<file path="src/rtl/hash_byte_serializer.sv">
// rtl/hash_byte_serializer.sv - buffers 128-bit hash words and emits them as a valid/ready byte stream
// Optional HASH_SER_FRAME_EN wraps each word as 0xA5, 16 payload bytes, XOR checksum.
module hash_byte_serializer #(
   parameter int DEPTH     = 4,
   parameter bit MSB_FIRST = 1'b1
) (
   input  logic                     clk,
   input  logic                     rst,
   input  logic                     i_valid,
   input  logic [127:0]             i_hash,
   output logic                     o_valid,
   output logic [7:0]               o_data,
   input  logic                     i_ready,
   output logic                     o_overflow,
   output logic [$clog2(DEPTH):0]   o_level,
   output logic                     o_busy
);
   localparam int AW = $clog2(DEPTH);
   localparam logic [AW:0] LVL_FULL = (AW+1)'(DEPTH);
   localparam logic [AW:0] LVL_ONE  = (AW+1)'(1);

`ifdef HASH_SER_FRAME_EN
   typedef enum logic [1:0] {IDLE, SEND, HDR, CHK} state_t;
`else
   typedef enum logic {IDLE, SEND} state_t;
`endif

   state_t       state;
   logic [127:0] mem [DEPTH];
   logic [AW:0]  wr_ptr, rd_ptr, count;
   logic [3:0]   cnt;
   logic [127:0] head;
   logic         full, empty, xfer, last, pop, push, more;

   function automatic logic [7:0] byte_sel(input logic [127:0] w, input logic [3:0] idx);
      int b;
      b = MSB_FIRST ? 15 - int'(idx) : int'(idx);
      return w[b*8 +: 8];
   endfunction

   assign count = wr_ptr - rd_ptr;
   assign full  = (count == LVL_FULL);
   assign empty = (count == '0);
   assign head  = mem[rd_ptr[AW-1:0]];
   assign xfer  = o_valid & i_ready;
`ifdef HASH_SER_FRAME_EN
   assign last  = (state == CHK);
`else
   assign last  = (state == SEND) && (cnt == 4'd15);
`endif
   assign pop   = xfer & last;
   assign push  = i_valid & (~full | pop);
   // Something remains to send after this pop: an older word or the one arriving now.
   assign more  = (count > LVL_ONE) | push;

   assign o_level = count;
   assign o_busy  = (state != IDLE);

`ifdef HASH_SER_FRAME_EN
   logic [7:0] chk;
`else
   logic [AW-1:0] rd_next;
   logic [127:0]  next_head;
   assign rd_next   = rd_ptr[AW-1:0] + AW'(1);
   // With a single word held, the follower can only be the word being pushed this cycle.
   assign next_head = (count > LVL_ONE) ? mem[rd_next] : i_hash;
`endif

   always_ff @(posedge clk) begin
      if (push)
         mem[wr_ptr[AW-1:0]] <= i_hash;
   end

   always_ff @(posedge clk) begin
      if (rst) begin
         wr_ptr     <= '0;
         rd_ptr     <= '0;
         o_overflow <= 1'b0;
      end else begin
         if (push)
            wr_ptr <= wr_ptr + LVL_ONE;
         if (pop)
            rd_ptr <= rd_ptr + LVL_ONE;
         if (i_valid && full && !pop)
            o_overflow <= 1'b1;
      end
   end

   always_ff @(posedge clk) begin
      if (rst) begin
         state   <= IDLE;
         cnt     <= 4'd0;
         o_valid <= 1'b0;
         o_data  <= 8'h00;
`ifdef HASH_SER_FRAME_EN
         chk     <= 8'h00;
`endif
      end else begin
         case (state)
            IDLE: begin
               if (!empty) begin
                  o_valid <= 1'b1;
                  cnt     <= 4'd0;
`ifdef HASH_SER_FRAME_EN
                  state   <= HDR;
                  o_data  <= 8'hA5;
`else
                  state   <= SEND;
                  o_data  <= byte_sel(head, 4'd0);
`endif
               end
            end
            SEND: begin
               if (xfer) begin
                  cnt <= cnt + 4'd1;
`ifdef HASH_SER_FRAME_EN
                  chk <= chk ^ o_data;
                  if (cnt == 4'd15) begin
                     state  <= CHK;
                     o_data <= chk ^ o_data;
                  end else begin
                     o_data <= byte_sel(head, cnt + 4'd1);
                  end
`else
                  if (cnt != 4'd15) begin
                     o_data <= byte_sel(head, cnt + 4'd1);
                  end else if (more) begin
                     o_data <= byte_sel(next_head, 4'd0);
                  end else begin
                     state   <= IDLE;
                     o_valid <= 1'b0;
                     o_data  <= 8'h00;
                  end
`endif
               end
            end
`ifdef HASH_SER_FRAME_EN
            HDR: begin
               if (xfer) begin
                  state  <= SEND;
                  cnt    <= 4'd0;
                  chk    <= 8'h00;
                  o_data <= byte_sel(head, 4'd0);
               end
            end
            CHK: begin
               if (xfer) begin
                  if (more) begin
                     state  <= HDR;
                     o_data <= 8'hA5;
                  end else begin
                     state   <= IDLE;
                     o_valid <= 1'b0;
                     o_data  <= 8'h00;
                  end
               end
            end
`endif
            default: begin
               state   <= IDLE;
               o_valid <= 1'b0;
               o_data  <= 8'h00;
            end
         endcase
      end
   end
endmodule

</file>
<file path="config.mk">
export PLATFORM = sky130hd
export DESIGN_NAME = hash_byte_serializer
export DESIGN_NICKNAME = d
export VERILOG_FILES = /design/src/rtl/hash_byte_serializer.sv
export SDC_FILE = /design/constraint.sdc
export NUM_CORES = 1
export LEC_CHECK = 0
export BUFFER_PORTS_ARGS = -buffer_cell sky130_fd_sc_hd__buf_4
export CORE_ASPECT_RATIO = 0.6
export CORE_MARGIN = 2
export CORE_UTILIZATION = 60
export DETAILED_ROUTE_END_ITERATION = 12
export HOLD_SLACK_MARGIN = 0.12
export PLACE_DENSITY_LB_ADDON = 0.1
export SYNTH_ARGS = -nofsm -noshare
export SYNTH_HDL_FRONTEND = slang
export SYNTH_SLANG_ARGS = --single-unit
</file>
<file path="constraint.sdc">
create_clock -name clk -period 15 [get_ports clk]
set_input_delay 0.75 -clock clk [delete_from_list [all_inputs] [get_ports clk]]
set_output_delay 0.75 -clock clk [all_outputs]
set_load 0.01 [all_outputs]
</file>
; ---- Yosys cells after proc, flatten, opt, wreduce, memory -nomap -nowiden
; Memory sizes are Yosys's and may differ from the RTL's. A register that Yosys moved wholly into a read port is not among the register bits.
; Cells that the tools add are included.
[totals]
ff_bits = 21
out_inout_bits = 14
ram_bits = 512
mem_count = 1
[classes]
n_eq_ne = 7
n_addsub = 6
n_reduce_logical = 7
magnitude_cmp = 1
shifts = 1
mux = 23
n_bitwise = 7
[mem_list]
columns = memory, depth, word_bits, rd, rd_ports_with_merged_regs, wr, line
row1 = mem, 4, 128, 2, 1, 1, 29  ; logic [127:0] mem [DEPTH];
[op_table]
columns = op, count
row1 = 128-bit two-way mux, 1
row2 = 128-bit by 8-bit indexed part select with 8-bit output, 1
row3 = 8-bit two-way mux, 4
row4 = 8-bit one-hot mux with 2 select lines, 1
row5 = 1-bit two-way mux, 10
row6 = 4-bit two-way mux, 2
row7 = 4-bit one-hot mux with 2 select lines, 1
row8 = 3-bit by 1-bit adder with 3-bit output (second input constant), 2
row9 = 2-bit != test (second input constant), 3
row10 = 4-bit by 4-bit subtractor with 5-bit output (first input constant), 1
row11 = 4-bit by 1-bit adder with 4-bit output (second input constant), 1
row12 = 4-bit equality test (second input constant), 1
row13 = 2-bit two-way mux, 2
row14 = 4-bit != test (second input constant), 1
row15 = 1-bit one-hot mux with 2 select lines, 2
row16 = 4-bit AND reduction, 1
row17 = 1-bit bitwise AND, 3
row18 = 3-bit equality test (second input constant), 1
row19 = 3-bit by 1-bit greater-than comparator with 1-bit output (second input constant), 1
row20 = 1-bit logical AND, 3
row21 = 3-bit logical NOT, 1
row22 = 3-bit subtractor, 1
row23 = 2-bit by 1-bit adder with 2-bit output (second input constant), 1
row24 = 2-bit by 1-bit != test with 1-bit output (second input constant), 1
row25 = 4 further kinds, 6

; ---- Longest topological paths before layout
[depth]
word_depth = 10
mapped_depth = 9
mapped_depth_nobuf = 9

; ---- Worst setup path before layout
; OpenSTA, ideal clock, no wires.
[synth_path]
path_type = input -> register
from = in i_ready
to = mem mem[0][0], enable pin
setup_time_ps = 503
slack_ps = 9816
required_time_ps = 14497
t_arrival_ps = 4682
path_buffers = 2
stages = 6
cell_sequence = and3_1 -> clkbuf_1 -> and2_1 -> clkbuf_1 -> o31a_1 -> and2_1
[synth_between]
elab_chain_len = 6
[synth_lines]
columns = item, line
row1 = from (decl), 13  ; input logic i_ready,
row2 = 1-bit bitwise AND, 45  ; assign xfer = o_valid & i_ready;
row3 = 1-bit bitwise AND, 51  ; assign pop = xfer & last;
row4 = 1-bit OR, 52  ; assign push = i_valid & (~full | pop);
row5 = 1-bit bitwise AND, 52
row6 = 1-bit two-way mux, 70  ; if (push)
row7 = 1-bit two-way mux (implied by the code), 71  ; mem[wr_ptr[AW-1:0]] <= i_hash;
row8 = to (decl), 29
; Every way passes these cells.

; ---- Worst setup path in the final report
[layout_path]
from = reg cnt[0]
to = mem mem[2][109], enable pin
[layout_between]
elab_chain_len = 7
[layout_lines]
columns = item, line
row1 = from (decl), 31  ; logic [3:0] cnt;
row2 = from (signal assigned), 115  ; cnt <= cnt + 4'd1;
row3 = 4-bit equality test, 49  ; assign last = (state == SEND) && (cnt == 4'd15);
row4 = 1-bit logical AND, 49
row5 = 1-bit bitwise AND, 51
row6 = 1-bit OR, 52
row7 = 1-bit bitwise AND, 52
row8 = 1-bit two-way mux, 70
row9 = 1-bit two-way mux (implied by the code), 71
; Every way passes these cells.

==> key figures <==
Worst setup path
  – WP data required: ~15 ns
  – CP Capture Point: mem[2][109]
  – Worst R2R Path Depth: 6
  – R2R setup slack: 10.30 ns
  – Worst Setup SP: cnt[0]
  – Element type at the critical path end: register
  – CP startpoint kind: register
  – R2R Path End: mem[2][109]
  – Reg2Reg Launch Point: cnt[0]
  – CP Max Fanout: 66
  – CP arrival: 4.88 ns
  – Kind of critical path: register to register

Global route
  – Largest net degree at the start of global routing: 70
  – First-pass GRT wire length: approximately 68,000 um
  – Vias in the first global route: 10.6k
  – Initial antenna violation count: 1
  – Total GRT Usage: 0.255
  – Total gr overflow: 0

Floorplan
  – Starting density of the core: 0.605
  – IO Count: 146
  – Die Y: 149 um
  – Rows: 53
  – Die area: roughly 37,000 um2
  – CORE AREA: roughly 35,000 um2
  – Die W: about 250 um

STA
  – Setup total negative slack: 0 ns
  – Max_slew headroom: 0.257
  – Final worst path period need: 4.70 ns
  – Skew final: 0.0136 ns
  – Final WS setup: 10.30 ns
  – Worst slew pin tran: around 1.1 ns
  – Setup violators final: 0
  – RSZ-0062 raised after global routing: no
  – Max Slew Vio Count: 0
  – Max Fclk: 213 MHz
  – Final period util: 0.313
  – Final Hold Fails: 0
  – Worst hold margin: 0.388 ns

Clock network
  – Inserted Clock Buffers: 47
  – Setup Buffers After CTS: 0
  – Htree depth: 2
  – Clock Tree Buf Depth: 3
  – Clock Latency Late Sink: around 0.56 ns
  – Root Driver: clkbuf_16
  – # hold bufs at CTS: 0
  – CTS clk-pin slew, worst paths: 0.07 ns
  – Resize count post-CTS: 0
  – CTS sink cnt: 535
  – CTS tree: done

Detailed routing
  – Drt via density: 6.34
  – Vias: 10.5k
  – First-pass iteration count of the detailed router: 5
  – WL final: between 40,000 and 50,000 um
  – WL/cell: 27.4 um
  – # DRC: 0
  – Post-route ant nets: 0
  – 1st-iter DRT viols: 1,199

Layout
  – Fin nets: 1,288
  – Final Util: 0.691
  – Most frequent cells in the layout: edfxtp_1, buf_4, mux4_2, clkbuf_16, mux2i_1
  – Most common cell after layout, fill and taps aside: edfxtp_1
  – Share of layout cells above drive strength 1: 0.314
  – Area grow syn2layout: 14.2%

Synth
  – Warnings, synthesis: 0
  – Mapped Cells: 993
  – Seq cells post-synth: 535
  – Net Count, Synth: 1,133
  – Share of flip-flops with an asynchronous set or reset: 0
  – Distinct cells, synth: 50
  – Sequential-to-total area share from yosys stat: 0.753
  – Synth Cell Area: between 20,000 and 25,000 um2
  – Syn_area_per_cell: 21.2 um2
  – EDFF count, synth: 512
  – Ys flop type: edfxtp_1

Power
  – Sw Ratio: 0.210
  – Clock power share: 0.377
  – Final Power: about 3000 uW
  – Power per cell area: 129 nW/um2
  – Leak: slightly below 0.008 uW
  – Seq pwr share: 0.562
  – Combinational share of power: 0.061
  – Worst vdd rail ir drop: 0.000117 V
  – Sw power: approximately 650 uW
  – Cell internal pwr: roughly 2400 uW

Run status
  – Status: completed

Placement
  – Port bufs: 145
  – Gpl congestion: 0.876
  – DP Worst Slack: 10.30 ns
  – Dpl hpwl: between 20,000 and 30,000 um

Hold path
  – Hold crit path type: input pin to register

Flow run
  – Max-cap violations: 0
[cell families after synthesis]
family / Yosys count / share of synthesized area
flops: 535 / 0.753
mux: 179 / 0.163
simple gates: 106 / 0.0242
compound gates: 98 / 0.0362
buf+inv: 59 / 0.0143
xor+xnor: 8 / 0.00434
fa+ha+maj: 8 / 0.00512
[metrics by stage]
step           cells  cell area (um2)
2_1_floorplan    993            21000
3_3_place_gp    1566            22600
3_5_place_dp    1566            22600
4_1_cts         1651            24000
5_1_grt         1652            24000
6_report        1652            24000
[registers in the layout, indices dropped and copies added (netlist names), named ones only]
name and count:
o_overflow 1, rd_ptr 3, wr_ptr 3, cnt 4
o_data 8, o_busy 1, mem 512, o_valid 1
[worst min-delay path by stage]
stage                            from           to  slack [ns]  depth (start not counted)
after global placement     o_overflow   o_overflow        0.49                          2
after global routing       i_hash[57]   mem[3][57]        0.37                          1
final                      i_hash[53]   mem[3][53]        0.39                          1
after CTS                 i_hash[117]  mem[1][117]        0.36                          1
after floorplan             rd_ptr[2]    rd_ptr[2]        0.48                          2
after detailed placement   o_overflow   o_overflow        0.51                          2
[cells in the mapped netlist, types with 4 or more instances]
cell type | n | share of area
ha_1 | 7 | 0.0042
and3_1 | 14 | 0.0042
buf_4 | 7 | 0.0025
a31o_2 | 7 | 0.0029
dfxtp_1 | 23 | 0.022
edfxtp_1 | 512 | 0.73
nor2b_1 | 7 | 0.0021
nand3_1 | 18 | 0.0043
mux4_2 | 130 | 0.14
a221o_1 | 5 | 0.0024
xnor2_1 | 4 | 0.0017
a22o_1 | 13 | 0.0054
mux2_2 | 6 | 0.0032
mux2i_1 | 43 | 0.020
and2_1 | 8 | 0.0024
a2111oi_0 | 10 | 0.0042
o32ai_1 | 7 | 0.0029
buf_2 | 12 | 0.0029
nor2_1 | 37 | 0.0066
nand2_1 | 16 | 0.0029
a21oi_1 | 14 | 0.0033
inv_1 | 8 | 0.0014
clkbuf_1 | 27 | 0.0048
a22oi_1 | 8 | 0.0029
o211ai_1 | 4 | 0.0014
o21ai_0 | 4 | 0.00095
a211oi_1 | 10 | 0.0036
[cell type report]
class	count	area (um2)
antenna	1	2.50
clock buffer	58	1230
clock inverter	27	226
fill	2206	10700
inverter	8	30.0
multi-input combinational	399	4920
sequential	535	15800
tap	467	584
timing repair buffer	157	1180
[power groups by stage]
stage | combinational [uW] | sequential, uW | clock, uW
2_1_floorplan | 92.3 | 1770 | 0
3_3_place_gp | 186 | 1770 | 0
3_5_place_dp | 188 | 1770 | 0
4_1_cts | 190 | 1740 | 1180
5_1_grt | 203 | 1740 | 1240
6_report | 189 | 1740 | 1160
[critical path: stages (launching register included)]
cell and delay [ns]:
dfxtp_1 0.99, ha_2 0.41, and3_1 0.43, and2_1 0.32, o31a_1 0.31, and2_4 0.86, buf_4 0.82
[metal layers]
layer | vias to the layer above | wire length [um] | global-route usage
met4 | 0 | 1070 | 0.0691
met3 | 74 | 4380 | 0.0774
met2 | 444 | 19600 | 0.349
met5 | - | 0 | 0
li1 | 4498 | - | -
met1 | 5450 | 20300 | 0.403
Power figures use the tool's default switching activity.
